File: src/rtl/tank_pump_if.sv
// Bundles the operator controls, the H/M/L level bits and the actuator/status
// outputs of the tank pump controller into one port.
interface tank_pump_if;
  logic       start;
  logic       clr_fault;
  logic       H;
  logic       M;
  logic       L;
  logic       pump;
  logic       valve;
  logic       ud;
  logic [1:0] level;
  logic       alarm;
  logic [1:0] err_code;

  // Side that drives the controls and level bits and observes the controller
  modport master (
    output start, clr_fault, H, M, L,
    input  pump, valve, ud, level, alarm, err_code
  );

  // Controller side
  modport slave (
    input  start, clr_fault, H, M, L,
    output pump, valve, ud, level, alarm, err_code
  );
endinterface

File: src/rtl/tank_pump_controller.sv
// Tank pump controller: synchronises and debounces the H/M/L level bits,
// decodes them into a validated level, and runs the fill/irrigate supervisor
// with sensor-code and fill-timeout fault latching.
module tank_pump_controller #(
  parameter int DEBOUNCE     = 4,
  parameter int FILL_TIMEOUT = 1000,
  parameter int TW           = 10
) (
  input  logic        clk,
  input  logic        rst,
  tank_pump_if.slave  bus
);

  localparam logic [3:0]    DB_MAX   = 4'(DEBOUNCE);
  localparam logic [3:0]    DB_LAST  = 4'(DEBOUNCE - 1);
  localparam logic [TW-1:0] TMO_LAST = TW'(FILL_TIMEOUT - 1);
  localparam logic [1:0]    ERR_NONE   = 2'd0;
  localparam logic [1:0]    ERR_SENSOR = 2'd1;
  localparam logic [1:0]    ERR_TMO    = 2'd2;

  typedef enum logic [1:0] {IDLE, FILL, IRRIGATE, FAULT} state_t;

  // Only thermometer codes describe a physical water level.
  function automatic logic code_valid(input logic [2:0] c);
    return (c == 3'b000) || (c == 3'b001) || (c == 3'b011) || (c == 3'b111);
  endfunction

  function automatic logic [1:0] code_to_level(input logic [2:0] c);
    case (c)
      3'b001:  return 2'd1;
      3'b011:  return 2'd2;
      3'b111:  return 2'd3;
      default: return 2'd0;
    endcase
  endfunction

  logic [2:0]    sync_a_reg, sync_b_reg, code_prev_reg, acc_code_reg;
  logic [3:0]    db_cnt_reg, db_cnt_next;
  logic [1:0]    level_reg, level_next;
  logic          accept, sensor_fault, level_up;
  state_t        state_reg, state_next;
  logic [TW-1:0] tmo_reg, tmo_next;
  logic [1:0]    err_reg, err_next;
  logic          pump_reg, valve_reg, ud_reg, alarm_reg;
  logic          pump_next, valve_next, ud_next, alarm_next;

  // Two-flop synchroniser plus a one-cycle history for change detection
  always_ff @(posedge clk or posedge rst) begin
    if (rst) begin
      sync_a_reg    <= '0;
      sync_b_reg    <= '0;
      code_prev_reg <= '0;
    end else begin
      sync_a_reg    <= {bus.H, bus.M, bus.L};
      sync_b_reg    <= sync_a_reg;
      code_prev_reg <= sync_b_reg;
    end
  end

  // Stability counter; a code is accepted on the cycle the count reaches DEBOUNCE-1
  always_comb begin
    db_cnt_next = db_cnt_reg;
    if (sync_b_reg != code_prev_reg) begin
      db_cnt_next = '0;
    end else if (db_cnt_reg != DB_MAX) begin
      db_cnt_next = db_cnt_reg + 4'd1;
    end
    accept     = (db_cnt_next == DB_LAST);
    level_next = (accept && code_valid(sync_b_reg)) ? code_to_level(sync_b_reg) : level_reg;
    level_up   = (level_next > level_reg);
  end

  // The accepted code may be invalid; level keeps the last valid reading then
  always_ff @(posedge clk or posedge rst) begin
    if (rst) begin
      db_cnt_reg   <= '0;
      acc_code_reg <= '0;
      level_reg    <= '0;
    end else begin
      db_cnt_reg <= db_cnt_next;
      if (accept) begin
        acc_code_reg <= sync_b_reg;
      end
      level_reg <= level_next;
    end
  end

  assign sensor_fault = !code_valid(acc_code_reg);

  // Supervisor next state, timeout count, fault cause and registered outputs
  always_comb begin
    state_next = state_reg;
    err_next   = err_reg;
    tmo_next   = '0;
    if (state_reg == FAULT) begin
      if (bus.clr_fault && !bus.start && !sensor_fault) begin
        state_next = IDLE;
        err_next   = ERR_NONE;
      end
    end else if (sensor_fault) begin
      state_next = FAULT;
      err_next   = ERR_SENSOR;
    end else if (!bus.start) begin
      state_next = IDLE;
    end else begin
      case (state_reg)
        IDLE: state_next = (level_reg <= 2'd1) ? FILL : IRRIGATE;
        FILL: begin
          if (level_reg == 2'd3) begin
            state_next = IRRIGATE;
          end else if (level_up) begin
            tmo_next = '0;
          end else if (tmo_reg == TMO_LAST) begin
            state_next = FAULT;
            err_next   = ERR_TMO;
          end else begin
            tmo_next = tmo_reg + TW'(1);
          end
        end
        IRRIGATE: begin
          if (level_reg <= 2'd1) begin
            state_next = FILL;
          end
        end
        default: state_next = IDLE;
      endcase
    end
    pump_next  = (state_next == FILL);
    ud_next    = (state_next == FILL);
    valve_next = (state_next == IRRIGATE) || ((state_next == FILL) && (level_next != 2'd0));
    alarm_next = (state_next == FAULT);
  end

  // Supervisor state and output registers
  always_ff @(posedge clk or posedge rst) begin
    if (rst) begin
      state_reg <= IDLE;
      tmo_reg   <= '0;
      err_reg   <= ERR_NONE;
      pump_reg  <= 1'b0;
      valve_reg <= 1'b0;
      ud_reg    <= 1'b0;
      alarm_reg <= 1'b0;
    end else begin
      state_reg <= state_next;
      tmo_reg   <= tmo_next;
      err_reg   <= err_next;
      pump_reg  <= pump_next;
      valve_reg <= valve_next;
      ud_reg    <= ud_next;
      alarm_reg <= alarm_next;
    end
  end

  assign bus.pump     = pump_reg;
  assign bus.valve    = valve_reg;
  assign bus.ud       = ud_reg;
  assign bus.level    = level_reg;
  assign bus.alarm    = alarm_reg;
  assign bus.err_code = err_reg;

endmodule

File: src/flat_wrapper.sv
// flat-port wrapper written by rule: the top's interface ports become plain ports
module tank_pump_controller_flat 
#(
  parameter int DEBOUNCE     = 4,
  parameter int FILL_TIMEOUT = 1000,
  parameter int TW           = 10
)
  (clk, rst, bus_start, bus_clr_fault, bus_H, bus_M, bus_L, bus_pump, bus_valve, bus_ud, bus_level, bus_alarm, bus_err_code);
  tank_pump_if bus_i ();
  input  logic clk;
  input  logic rst;
  input wire logic [$bits(bus_i.start)-1:0] bus_start;
  input wire logic [$bits(bus_i.clr_fault)-1:0] bus_clr_fault;
  input wire logic [$bits(bus_i.H)-1:0] bus_H;
  input wire logic [$bits(bus_i.M)-1:0] bus_M;
  input wire logic [$bits(bus_i.L)-1:0] bus_L;
  output wire logic [$bits(bus_i.pump)-1:0] bus_pump;
  output wire logic [$bits(bus_i.valve)-1:0] bus_valve;
  output wire logic [$bits(bus_i.ud)-1:0] bus_ud;
  output wire logic [$bits(bus_i.level)-1:0] bus_level;
  output wire logic [$bits(bus_i.alarm)-1:0] bus_alarm;
  output wire logic [$bits(bus_i.err_code)-1:0] bus_err_code;
  assign bus_i.start = bus_start;
  assign bus_i.clr_fault = bus_clr_fault;
  assign bus_i.H = bus_H;
  assign bus_i.M = bus_M;
  assign bus_i.L = bus_L;
  assign bus_pump = bus_i.pump;
  assign bus_valve = bus_i.valve;
  assign bus_ud = bus_i.ud;
  assign bus_level = bus_i.level;
  assign bus_alarm = bus_i.alarm;
  assign bus_err_code = bus_i.err_code;
  tank_pump_controller #(.DEBOUNCE(DEBOUNCE), .FILL_TIMEOUT(FILL_TIMEOUT), .TW(TW)) u_core (.clk(clk), .rst(rst), .bus(bus_i));
endmodule
File: config.mk
export PLATFORM = sky130hd
export DESIGN_NAME = tank_pump_controller_flat
export DESIGN_NICKNAME = d
export VERILOG_FILES = /design/src/rtl/tank_pump_if.sv /design/src/rtl/tank_pump_controller.sv /design/src/flat_wrapper.sv
export SDC_FILE = /design/constraint.sdc
export NUM_CORES = 1
export LEC_CHECK = 0
export CORE_MARGIN = 5
export CORE_UTILIZATION = 25
export DETAILED_ROUTE_END_ITERATION = 6
export GPL_ROUTABILITY_DRIVEN = 1
export PLACE_DENSITY = 0.38
export SLEW_MARGIN = 20
export SYNTH_ARGS = -nofsm -noshare
export SYNTH_HDL_FRONTEND = slang
export SYNTH_SLANG_ARGS = --single-unit
export TNS_END_PERCENT = 5
File: constraint.sdc
create_clock -name clk -period 3.81 [get_ports clk]
set_input_delay 0.381 -clock clk [delete_from_list [all_inputs] [get_ports clk]]
set_output_delay 0.381 -clock clk [all_outputs]
set_load 0.01 [all_outputs]
==> impl_metrics.toml <==
[run_status]
status = "finished, final reports clean"

[power_and_ir_drop]
peakVddDrop_mv = 0.2120
p_int_uw = 672.3
p_clk_frac = 0.275
power_leakage_nw = 0.8561
p_total_uw = 988.4
power_frac_seq = 0.473
swShare = 0.3198
p_per_area_mw_per_mm2 = 502.2
pwr-share-comb = 0.252
switchingPower_uw = 316.1

[synthesis]
synth_ff_type = "dfrtp_1"
synth_warnings = 0
post-synth-top-count-cell = "dfrtp_1"
ys_seq_area_frac = 0.5299
ys_top_cells_by_area = "dfrtp_1 (53%), nor2_1 (4.3%), ha_1 (3.8%), xnor2_1 (3.2%), xor2_1 (3.2%)"
synth.distinct_cells = 36
syn_inst = 156
syn_area_per_cell_sq_um = 10.60
synthTopCellsByCount = "dfrtp_1 (35), nor2_1 (19), nand2_1 (11), inv_1 (10)"
ys_seq_elements = 35
synth.largest_area_cell = "dfrtp_1"
synth_enable_flop_cells = 0
syn_area_sq_mm = 0.001653
mappedNetlistNets = 168
async_reset_ff_frac = 1.000
synth_top_area_frac = 0.5299

[clock_tree]
clockRootBuffer = "clkbuf_8"
cts_resized = 0
clock_path_buffers = 2
tritoncts = "done"
clk_latency_ns = 0.29
worst_setup_hold_path_clk_slew_ns = 0.07
cts_sinks = 35
ctsHoldBuffers = 0
htree_levels = 2
cts_buffers = 5
cts_setup_buffers = 0

[job]
max_cap_violations = 0

[global_route]
grt_max_degree = 36
gr-total-overflow = 0
grt_pass1_wl_um = 5651
antenna_found_initial = 0
grt_pass1_vias = 1232
track_usage = 0.08384

[setup_path]
path_class = "reg2reg"
critPathArrivalTime_ns = 3.44
ff2ff_path_depth = 11
worst_setup_path_start_kind = "register"
end_kind = "register"
r2r_setup_slack_ns = 0.58
r2r_end = "u_core.tmo_reg[9]"
timing.rr.start = "u_core.db_cnt_reg[0]"
crit_fanout = 10
required_ns = 4.02

[sta]
setup_tns_ns = 0
fin_crit_ns = 3.231
max-slew-margin-rel = 0.5792
finalWorstSetupSlack_ns = 0.5789
rsz0062_at_grt = "false"
setup_viol = 0
tightest_slew_ns = 0.6246
fmax_mhz = 309.5
hold_viol = 0
fin_skew_ns = 0.01259
period_share = 0.8481
finalMaxSlewViolations = 0

[die]
dieArea_sq_mm = 0.008338
start_util = 0.2588
core_area_sq_mm = 0.006386
num_rows = 29
die_h_um = 91.31
die_w_um = 91.31
boundaryPins = 15

[place]
post-place-ws_ns = 0.6011
portBuffers = 14
hpwl_um = 2282
placed_cells = 245
placed_area_sq_mm = 0.001879
gp_congestion = 0.7938

[layout]
nFillCells = 641
drive_gt1_frac = 0.1080
stdcell_area_sq_mm = 0.001968
instances_no_fill = 253
area_delta_synth_final_pct = 19.08
nets = 187
n_antenna_cell = 0
largest_reg_flops = 10

[hold_path]
hold_path_depth = 0
min_from = "u_core.sync_a_reg[0]"
min_to = "u_core.sync_b_reg[0]"
hp-class = "reg2reg"

[routing]
vias = 1182
viasPerCell = 4.672
wirelength_um = 3196
drtIter0Drc = 38
route.detailed.drc = 0
wl_per_cell_um = 12.63
firstDrtPassIters = 4
ant_nets = 0
-- cell usage in the layout, fill, tap and decap left out, types with 4 or more instances in the layout --
cell and n:
xnor2_1 6, ha_1 5, nand2b_1 6, clkdlybuf4s50_1 14
nor3_1 4, dfrtp_1 35, nand2_1 11, xor2_1 6
a21oi_1 5, clkbuf_8 5, and3_1 5, o21ai_0 5
nor2_1 19, inv_1 10, nand3_1 5
-- worst max-delay path, cell delays in order, from the launching register on --
cell and delay, ns:
dfrtp_1 0.44, ha_1 0.23, or2_2 0.30, o21ai_0 0.21, a41oi_1 0.21, and2_1 0.20
ha_1 0.28, nor2b_1 0.13, o21ai_0 0.26, nand3_1 0.12, or4_1 0.62, nor2_1 0.17
-- kinds of logic after synthesis --
kind of cell / after synthesis / synth area share
AND/OR/NAND/NOR: 64 / 0.2067
flip-flops: 35 / 0.5299
XOR/XNOR: 12 / 0.06359
adder cells (fa/ha/maj): 5 / 0.03785
multiplexers: 3 / 0.02044
AO/OA/AOI/OAI: 24 / 0.1083
buffers and inverters: 13 / 0.03331
-- metal layers --
layer	vias to the layer above	GRT usage	routed length [um]
met5	-	0	0
met2	17	0.1346	1517
met4	0	0.03056	53
met3	5	0.03471	146
li1	579	-	-
met1	581	0.1006	1479
-- area by class of cell --
type,instances,area [sq um],area share
Inverter,10,37.54,0.01907
Tap cell,77,96.34,0.04895
Timing Repair Buffer,15,147.6,0.07502
Clock buffer,5,68.82,0.03496
Sequential cell,35,875.8,0.4450
Multi-Input combinational cell,108,721.9,0.3668
Clock inverter,3,20.02,0.01017
-- power by group through the flow --
stage | registers, mW | clock network [mW] | logic (mW)
3_3_place_gp | 0.474 | 0 | 0.252
3_5_place_dp | 0.473 | 0 | 0.252
6_report | 0.467 | 0.272 | 0.249
5_1_grt | 0.475 | 0.301 | 0.280
4_1_cts | 0.467 | 0.284 | 0.253
2_1_floorplan | 0.469 | 0 | 0.163
-- per-stage QoR --
stage / util / hold slack, ns
floorplan: - / 0.3312
global placement: 0.2943 / 0.3332
detailed placement: 0.2943 / 0.3362
CTS: 0.3082 / 0.3544
global route: 0.3082 / 0.3712
finish: 0.3082 / 0.3507
-- how the worst max path moves through the flow --
| stage | from | end | cells after the start |
|---|---|---|---|
| after floorplan | u_core.db_cnt_reg[0] | u_core.tmo_reg[2] | 12 |
| after global placement | u_core.db_cnt_reg[0] | u_core.tmo_reg[8] | 11 |
| after detailed placement | u_core.db_cnt_reg[0] | u_core.tmo_reg[7] | 11 |
| after CTS | u_core.db_cnt_reg[0] | u_core.tmo_reg[7] | 11 |
| after global routing | u_core.db_cnt_reg[0] | u_core.tmo_reg[7] | 11 |
| final | u_core.db_cnt_reg[0] | u_core.tmo_reg[9] | 11 |
Power figures use the tool's default switching activity.
